**config.mk**
```make
export PLATFORM = sky130hd
export DESIGN_NAME = wb_cmd_sequencer
export DESIGN_NICKNAME = d
export VERILOG_FILES = /design/src/rtl/wb_cmd_sequencer.sv
export SDC_FILE = /design/constraint.sdc
export NUM_CORES = 1
export LEC_CHECK = 0
export ABC_AREA = 1
export CAP_MARGIN = 20
export CORE_UTILIZATION = 25
export CTS_CLUSTER_SIZE = 30
export DETAILED_ROUTE_END_ITERATION = 10
export PLACE_DENSITY = 0.46
export SYNTH_ARGS = -nofsm -noshare
export SYNTH_HDL_FRONTEND = slang
export SYNTH_SLANG_ARGS = --single-unit
```
**constraint.sdc**
```tcl
create_clock -name wb_clk -period 4.1 [get_ports wb_clk]
set_clock_uncertainty 0.1 [all_clocks]
set_input_delay 0.82 -clock wb_clk [delete_from_list [all_inputs] [get_ports wb_clk]]
set_output_delay 0.82 -clock wb_clk [all_outputs]
set_load 0.01 [all_outputs]
```
**src/rtl/wb_cmd_sequencer.sv**
```systemverilog
// wb_cmd_sequencer: FIFO-buffered command feeder for the CPU-stub Wishbone master.
// Optional watchdog: define WB_SEQ_TIMEOUT_EN to enable the TMO-cycle timeout.
module wb_cmd_sequencer #(
    parameter int dw    = 32,
    parameter int aw    = 32,
    parameter int DEPTH = 4,
    parameter int TMO   = 255
) (
    input  logic                     wb_clk,
    input  logic                     wb_rst,
    input  logic                     cmd_valid,
    output logic                     cmd_ready,
    input  logic [aw-1:0]            cmd_addr,
    input  logic [3:0]               cmd_sel,
    input  logic                     cmd_we,
    input  logic [dw-1:0]            cmd_data,
    output logic                     rsp_valid,
    input  logic                     rsp_ready,
    output logic [dw-1:0]            rsp_data,
    output logic                     rsp_we,
    output logic                     rsp_tmo,
    output logic [$clog2(DEPTH):0]   fifo_count,
    output logic                     start,
    output logic [aw-1:0]            address,
    output logic [3:0]               selection,
    output logic                     write,
    output logic [dw-1:0]            data_wr,
    input  logic                     active,
    input  logic [dw-1:0]            data_rd
);
    localparam int PW = $clog2(DEPTH);
    localparam int CW = PW + 1;

    if (DEPTH < 2 || (DEPTH & (DEPTH - 1)) != 0) begin : g_bad_depth
        $error("DEPTH must be a power of 2 and at least 2");
    end
    if (TMO < 1 || TMO > 65535) begin : g_bad_tmo
        $error("TMO must be in 1..65535");
    end

    typedef enum logic [2:0] {IDLE, ISSUE, WAIT_ACT, WAIT_DONE, RESP} state_t;

    state_t          r_state;
    logic [aw-1:0]   r_mem_addr [DEPTH];
    logic [3:0]      r_mem_sel  [DEPTH];
    logic            r_mem_we   [DEPTH];
    logic [dw-1:0]   r_mem_data [DEPTH];
    logic [PW-1:0]   r_wr_ptr;
    logic [PW-1:0]   r_rd_ptr;
    logic [CW-1:0]   r_count;
    logic            r_start;
    logic [aw-1:0]   r_address;
    logic [3:0]      r_selection;
    logic            r_write;
    logic [dw-1:0]   r_data_wr;
    logic            r_rsp_valid;
    logic [dw-1:0]   r_rsp_data;
    logic            r_rsp_we;
    logic            w_push;
    logic            w_pop;
    logic            w_bus_free;

`ifdef WB_SEQ_TIMEOUT_EN
    logic [15:0]     r_tmo_cnt;
    logic            r_rsp_tmo;
    // after a timeout the master may still be busy; hold the next command until it lets go
    assign w_bus_free = !active;
    assign rsp_tmo    = r_rsp_tmo;
`else
    assign w_bus_free = 1'b1;
    assign rsp_tmo    = 1'b0;
`endif

    assign cmd_ready  = (r_count != CW'(DEPTH));
    assign w_push     = cmd_valid && cmd_ready;
    assign w_pop      = (r_state == IDLE) && (r_count != '0) && !r_rsp_valid && w_bus_free;
    assign fifo_count = r_count;
    assign start      = r_start;
    assign address    = r_address;
    assign selection  = r_selection;
    assign write      = r_write;
    assign data_wr    = r_data_wr;
    assign rsp_valid  = r_rsp_valid;
    assign rsp_data   = r_rsp_data;
    assign rsp_we     = r_rsp_we;

    // command storage; contents are don't-care until pushed, so no reset needed
    always_ff @(posedge wb_clk) begin
        if (w_push) begin
            r_mem_addr[r_wr_ptr] <= cmd_addr;
            r_mem_sel[r_wr_ptr]  <= cmd_sel;
            r_mem_we[r_wr_ptr]   <= cmd_we;
            r_mem_data[r_wr_ptr] <= cmd_data;
        end
    end

    // FIFO pointers and occupancy; pointers wrap naturally at power-of-2 depth
    always_ff @(posedge wb_clk) begin
        if (!wb_rst) begin
            r_wr_ptr <= '0;
            r_rd_ptr <= '0;
            r_count  <= '0;
        end else begin
            r_wr_ptr <= w_push ? r_wr_ptr + 1'b1 : r_wr_ptr;
            r_rd_ptr <= w_pop ? r_rd_ptr + 1'b1 : r_rd_ptr;
            r_count  <= r_count + CW'(w_push) - CW'(w_pop);
        end
    end

    // command FSM driving the master and the response port, all outputs registered
    always_ff @(posedge wb_clk) begin
        if (!wb_rst) begin
            r_state     <= IDLE;
            r_start     <= 1'b0;
            r_address   <= '0;
            r_selection <= '0;
            r_write     <= 1'b0;
            r_data_wr   <= '0;
            r_rsp_valid <= 1'b0;
            r_rsp_data  <= '0;
            r_rsp_we    <= 1'b0;
`ifdef WB_SEQ_TIMEOUT_EN
            r_tmo_cnt   <= '0;
            r_rsp_tmo   <= 1'b0;
`endif
        end else begin
            r_start <= 1'b0;
            case (r_state)
                IDLE: begin
                    if (w_pop) begin
                        r_address   <= r_mem_addr[r_rd_ptr];
                        r_selection <= r_mem_sel[r_rd_ptr];
                        r_write     <= r_mem_we[r_rd_ptr];
                        r_data_wr   <= r_mem_data[r_rd_ptr];
                        r_start     <= 1'b1;
                        r_state     <= ISSUE;
`ifdef WB_SEQ_TIMEOUT_EN
                        r_tmo_cnt   <= '0;
`endif
                    end
                end
                ISSUE: r_state <= WAIT_ACT;
                WAIT_ACT, WAIT_DONE: begin
`ifdef WB_SEQ_TIMEOUT_EN
                    r_tmo_cnt <= r_tmo_cnt + 16'd1;
                    if (r_tmo_cnt == 16'(TMO - 1)) begin
                        r_rsp_data  <= '0;
                        r_rsp_we    <= r_write;
                        r_rsp_tmo   <= 1'b1;
                        r_rsp_valid <= 1'b1;
                        r_state     <= RESP;
                    end else
`endif
                    if (r_state == WAIT_ACT) begin
                        if (active) r_state <= WAIT_DONE;
                    end else if (!active) begin
                        r_rsp_data  <= data_rd;
                        r_rsp_we    <= r_write;
                        r_rsp_valid <= 1'b1;
                        r_state     <= RESP;
`ifdef WB_SEQ_TIMEOUT_EN
                        r_rsp_tmo   <= 1'b0;
`endif
                    end
                end
                RESP: begin
                    if (rsp_ready) begin
                        r_rsp_valid <= 1'b0;
                        r_state     <= IDLE;
                    end
                end
                default: r_state <= IDLE;
            endcase
        end
    end
endmodule

```
Word level (Yosys, flattened, before mapping)
Memories as Yosys holds them, arrays and structs flattened. A register that Yosys moved wholly into a read port is not among the register bits.
Cells that the tools add are included.
{"block": "word_totals", "reg_bits": 45, "inputBits": 106, "mem_bits_rw": 276, "out_inout_bits": 109, "n_memories": 4, "wordCells": 59}
{"name": "r_mem_addr", "depth": 4, "word_bits": 32, "read_ports": 1, "rd_ports_with_merged_regs": 1, "wr": 1, "line": "44", "text": "logic [aw-1:0] r_mem_addr [DEPTH];"}
{"name": "r_mem_data", "depth": 4, "word_bits": 32, "read_ports": 1, "rd_ports_with_merged_regs": 1, "wr": 1, "line": "47", "text": "logic [dw-1:0] r_mem_data [DEPTH];"}
{"name": "r_mem_sel", "depth": 4, "word_bits": 4, "read_ports": 1, "rd_ports_with_merged_regs": 1, "wr": 1, "line": "45", "text": "logic [3:0] r_mem_sel [DEPTH];"}
{"name": "r_mem_we", "depth": 4, "word_bits": 1, "read_ports": 1, "rd_ports_with_merged_regs": 1, "wr": 1, "line": "46", "text": "logic r_mem_we [DEPTH];"}
{"block": "classes", "add_sub_neg": 4, "bitwise_logic": 2, "n_eq_ne": 11, "reduce_logical": 17, "mux": 13}
{"operator": "$mux W3", "n": 5}
{"operator": "$pmux W3 S4", "n": 1}
{"operator": "$ne A3 B3 Y1 const B", "n": 3}
{"operator": "$ne A2 B2 Y1 const B", "n": 4}
{"operator": "$reduce_and A4 Y1", "n": 2}
{"operator": "$eq A3 B2 Y1 const B", "n": 2}
{"operator": "$mux W1", "n": 6}
{"operator": "$logic_not A1 Y1", "n": 5}
{"operator": "$add A2 B1 Y2 const B", "n": 2}
{"operator": "$reduce_and A2 Y1", "n": 2}
{"operator": "$add A3 B1 Y3", "n": 1}
{"operator": "$eq A3 B1 Y1 const B", "n": 1}
{"operator": "$eq A3 B3 Y1 const B", "n": 1}
{"operator": "$logic_and A1 B1 Y1", "n": 3}
{"operator": "$logic_not A3 Y1", "n": 1}
{"operator": "$reduce_and A3 Y1", "n": 1}
{"operator": "$reduce_bool A3 Y1", "n": 1}
{"operator": "$sub A3 B1 Y3", "n": 1}
{"operator": "$not A1 Y1", "n": 2}
{"operator": "$pmux W1 S2", "n": 1}
{"operator": "$reduce_bool A2 Y1", "n": 1}
{"operator": "$reduce_or A2 Y1", "n": 1}

Longest topological paths before layout
{"block": "logic_depth", "depth_word": 5, "mapped_depth": 12, "depth_no_buf": 11}

Worst setup path after synthesis
No wires, ideal clock.
{"block": "synth_path", "path_kind": "input port to flip-flop", "startpoint": "input port cmd_valid", "endpoint": "memory r_mem_addr[0][0] (enable)", "arrival_ns": 3.879, "path_buffers": 0, "required_ns": 3.503, "setup_time_ns": 0.497, "setup_slack_ns": -0.376, "cell_stages": 2, "path_cell_list": "nand2_1 nor2_1"}
{"block": "synth_between", "elab_chain_cells": 3}
{"element": "start, declared", "line": "11", "text": "input logic cmd_valid,"}
{"element": "$logic_and A1 B1 Y1", "line": "75", "text": "assign w_push = cmd_valid && cmd_ready;"}
{"element": "$mux W1", "line": "89", "text": "if (w_push) begin"}
{"element": "$mux W1 (implied by the code)", "line": "90", "text": "r_mem_addr[r_wr_ptr] <= cmd_addr;"}
{"element": "end, declared", "line": "44"}
No other way between the ends.

Final worst setup path
{"block": "layout_path", "startpoint": "register r_count[0] (netlist: fifo_count[0])", "endpoint": "output port cmd_ready"}
{"block": "layout_between", "elab_chain_cells": 1}
{"element": "start, declared", "line": "50", "text": "logic [CW-1:0] r_count;"}
{"element": "start signal, assigned", "line": "106", "text": "r_count <= r_count + CW'(w_push) - CW'(w_pop);"}
{"element": "$ne A3 B3 Y1", "line": "74", "text": "assign cmd_ready = (r_count != CW'(DEPTH));"}
{"element": "end, declared", "line": "12", "text": "output logic cmd_ready,"}
No other way between the ends.

==> qor.txt <==
Outcome: complete, no violations
Setup TNS: 0 ns
Synthesized area per cell: 11.94 um2
Cells after Synth: 1206
Mapped Area: 14400 um2
Number of port buffers: 213
Final period util: 0.6355
Max Cap Violations: 0
Die ar.: 58550 um2
Total GRT Usage: 0.1323
Crit path max fanout: 3
Root Buffer: clkbuf_16
Core area: 56600 um2
Commonest non-fill, non-tap cell in the layout: nor2_1
Global-route wire length before repair: 59270 um
Worst Setup Path Type: reg -> out
Relative slew slack: 0.2643
Number of max-slew violations in the final report: 0
Worst path max stage delay: 0.56 ns
PwrDens: 663.6 nW/um2
Final RePlAce weighted congestion: 0.7625
Initial antenna violation count: 1
WP data arrival: 1.69 ns
Num Clock Sinks: 390
Number of global-route vias before repair: 9503
Die Width: 242.0 um
DR vias/cell: 4.394
Minimum clock period: 2.606 ns
Worst vdd ir: 0.3670 mV
RSZ-0062 raised after global routing: no
First drt pass iteration count: 4
Slowest CP cell: clkdlybuf4s50_1
Hold_buf cts: 0
Actual slew at the worst max-slew pin: 1.104 ns
CTS tree: built
Worst Hold Margin: 0.3796 ns
Clock transition at path regs: 0.06 ns
Total number of vias: 9694
Final Setup Violations: 0
Critical Path Sink Type: output port
DRT iter0 DRCs: 559
CP startpoint kind: flip-flop
PostCTS Resize Cnt: 0
IO Count: 215
Die height: 242.0 um
Setup Buffers After CTS: 0
Clk Latency, worst-skew pair: 0.57 ns
Largest net degree at the start of global routing: 93
Area growth syn-to-layout: 30.37%
Final wirelength: 39370 um
Routed Antenna Nets: 0
H-tree levels: 2
Most frequent cells in the layout: 352 x nor2_1, 276 x edfxtp_1, 212 x clkdlybuf4s50_1
Share of cells above drive strength 1: 0.07597
Mapped Nets: 1319
Min-delay worst type: reg -> reg
Cell Rows: 87
Post-synthesis sequential area ratio: 0.7342
Post-DP HPWL: 21560 um
Design Area, Final: 18770 um2
Count of final hold-check violations: 0
Nets@finish: 1523
Placement-stage cell area: 17260 um2
Unique masters post-synth: 26
Wire per inst: 17.84 um
CTS Buf Count: 46
Lkg Pwr: 6.401 nW
Final core area utilization: 0.3316
Worst EP required: 3.18 ns
Grt ovf: 0
Synthesis Warnings: 0
Seq cells post-synth: 390
Fmax: 383.8 MHz
DRC viols: 0
Initial core utilization: 0.2544
Total power: 12.46 mW
Clock Path Buffers: 3
Fillers: 5644
Worst-path cell chain: inv_1 -> nand3_1 -> clkdlybuf4s50_1
path summary, 6_finish.rpt:
kind	start	end	slack, ns	cells after the start
max	fifo_count[0]	cmd_ready	1.49	3
min	rsp_data[21]	rsp_data[21]	0.38	2
max reg2reg	r_rd_ptr[0]	data_wr[31]	1.66	5
min reg2reg	rsp_data[21]	rsp_data[21]	0.38	2
registers in the layout, summed over array words and instances (netlist names), 2 cells and up:
name and count:
r_mem_we 4, rsp_data 32, address 32, r_state 3, r_wr_ptr 2, r_rd_ptr 2
r_mem_data 128, data_wr 32, fifo_count 3, selection 4, r_mem_addr 128, r_mem_sel 16
cells in the mapped netlist:
cell	n	area (um2)
nor2_2	3	18.77
inv_2	5	18.77
nor3_2	1	10.01
nand3_4	1	17.52
nor2_1	356	1336
buf_4	12	90.09
buf_6	11	123.9
o21ai_1	71	355.3
dfxtp_1	114	2282
o21ai_0	174	870.8
nand2_1	17	63.81
inv_4	2	12.51
nand3b_1	1	7.510
nand2_2	1	6.260
fa_1	1	20.02
a21oi_1	6	30.03
edfxtp_1	276	8288
xor2_1	2	17.52
nand3_1	5	25.02
buf_2	21	105.1
conb_1	1	3.750
clkbuf_1	30	112.6
buf_1	3	11.26
o22ai_1	69	431.7
inv_1	17	63.81
ha_1	6	75.07
logic make-up (layout without fill, tap and decap cells):
family,after synthesis,in the layout,share of synthesized area
AOI/OAI and AO/OA,320,320,0.1172
DFF,390,390,0.7342
and+or+nand+nor,385,385,0.1032
adders and majority gates,7,7,0.006605
other,1,3,0.0002605
xor gates and xnor gates,2,2,0.001217
buffers and inverters,101,343,0.03737
stage by stage:
step / worst slack, ns / instances
floorplan: -0.3763 / 1206
global placement: 0.9855 / 2117
detailed placement: 0.9732 / 2117
CTS: 1.443 / 2203
global route: 1.392 / 2204
finish: 1.494 / 2206
critical path: cells and delay by family (launching register included):
| family | cells | cell delay, ns |
|---|---|---|
| AND/OR/NAND/NOR | 1 | 0.10 |
| flip-flops | 1 | 0.38 |
| buffers and inverters | 2 | 0.63 |
layout make-up:
cell class / count / area (um2) / share of cell area
Tap cell: 756 / 945.9 / 0.05039
Clock buffer: 66 / 1329 / 0.07079
Multi-Input combinational cell: 715 / 3319 / 0.1768
Antenna cell: 2 / 5.005 / 0.0002666
Sequential cell: 390 / 10580 / 0.5634
Clock inverter: 20 / 151.4 / 0.008066
Timing Repair Buffer: 233 / 2350 / 0.1252
Inverter: 24 / 95.09 / 0.005066
metal layers:
layer,vias up,GRT usage,part of all wire
met5,-,0,0
met4,0,0.03686,0.020
met3,51,0.03179,0.052
met2,232,0.2142,0.47
met1,4741,0.1756,0.46
li1,4670,-,-
power breakdown:
group | switching (mW) | internal (mW)
registers | 0.291 | 4.80
logic | 2.17 | 1.24
clock network | 1.63 | 2.33
Power figures use the tool's default switching activity.
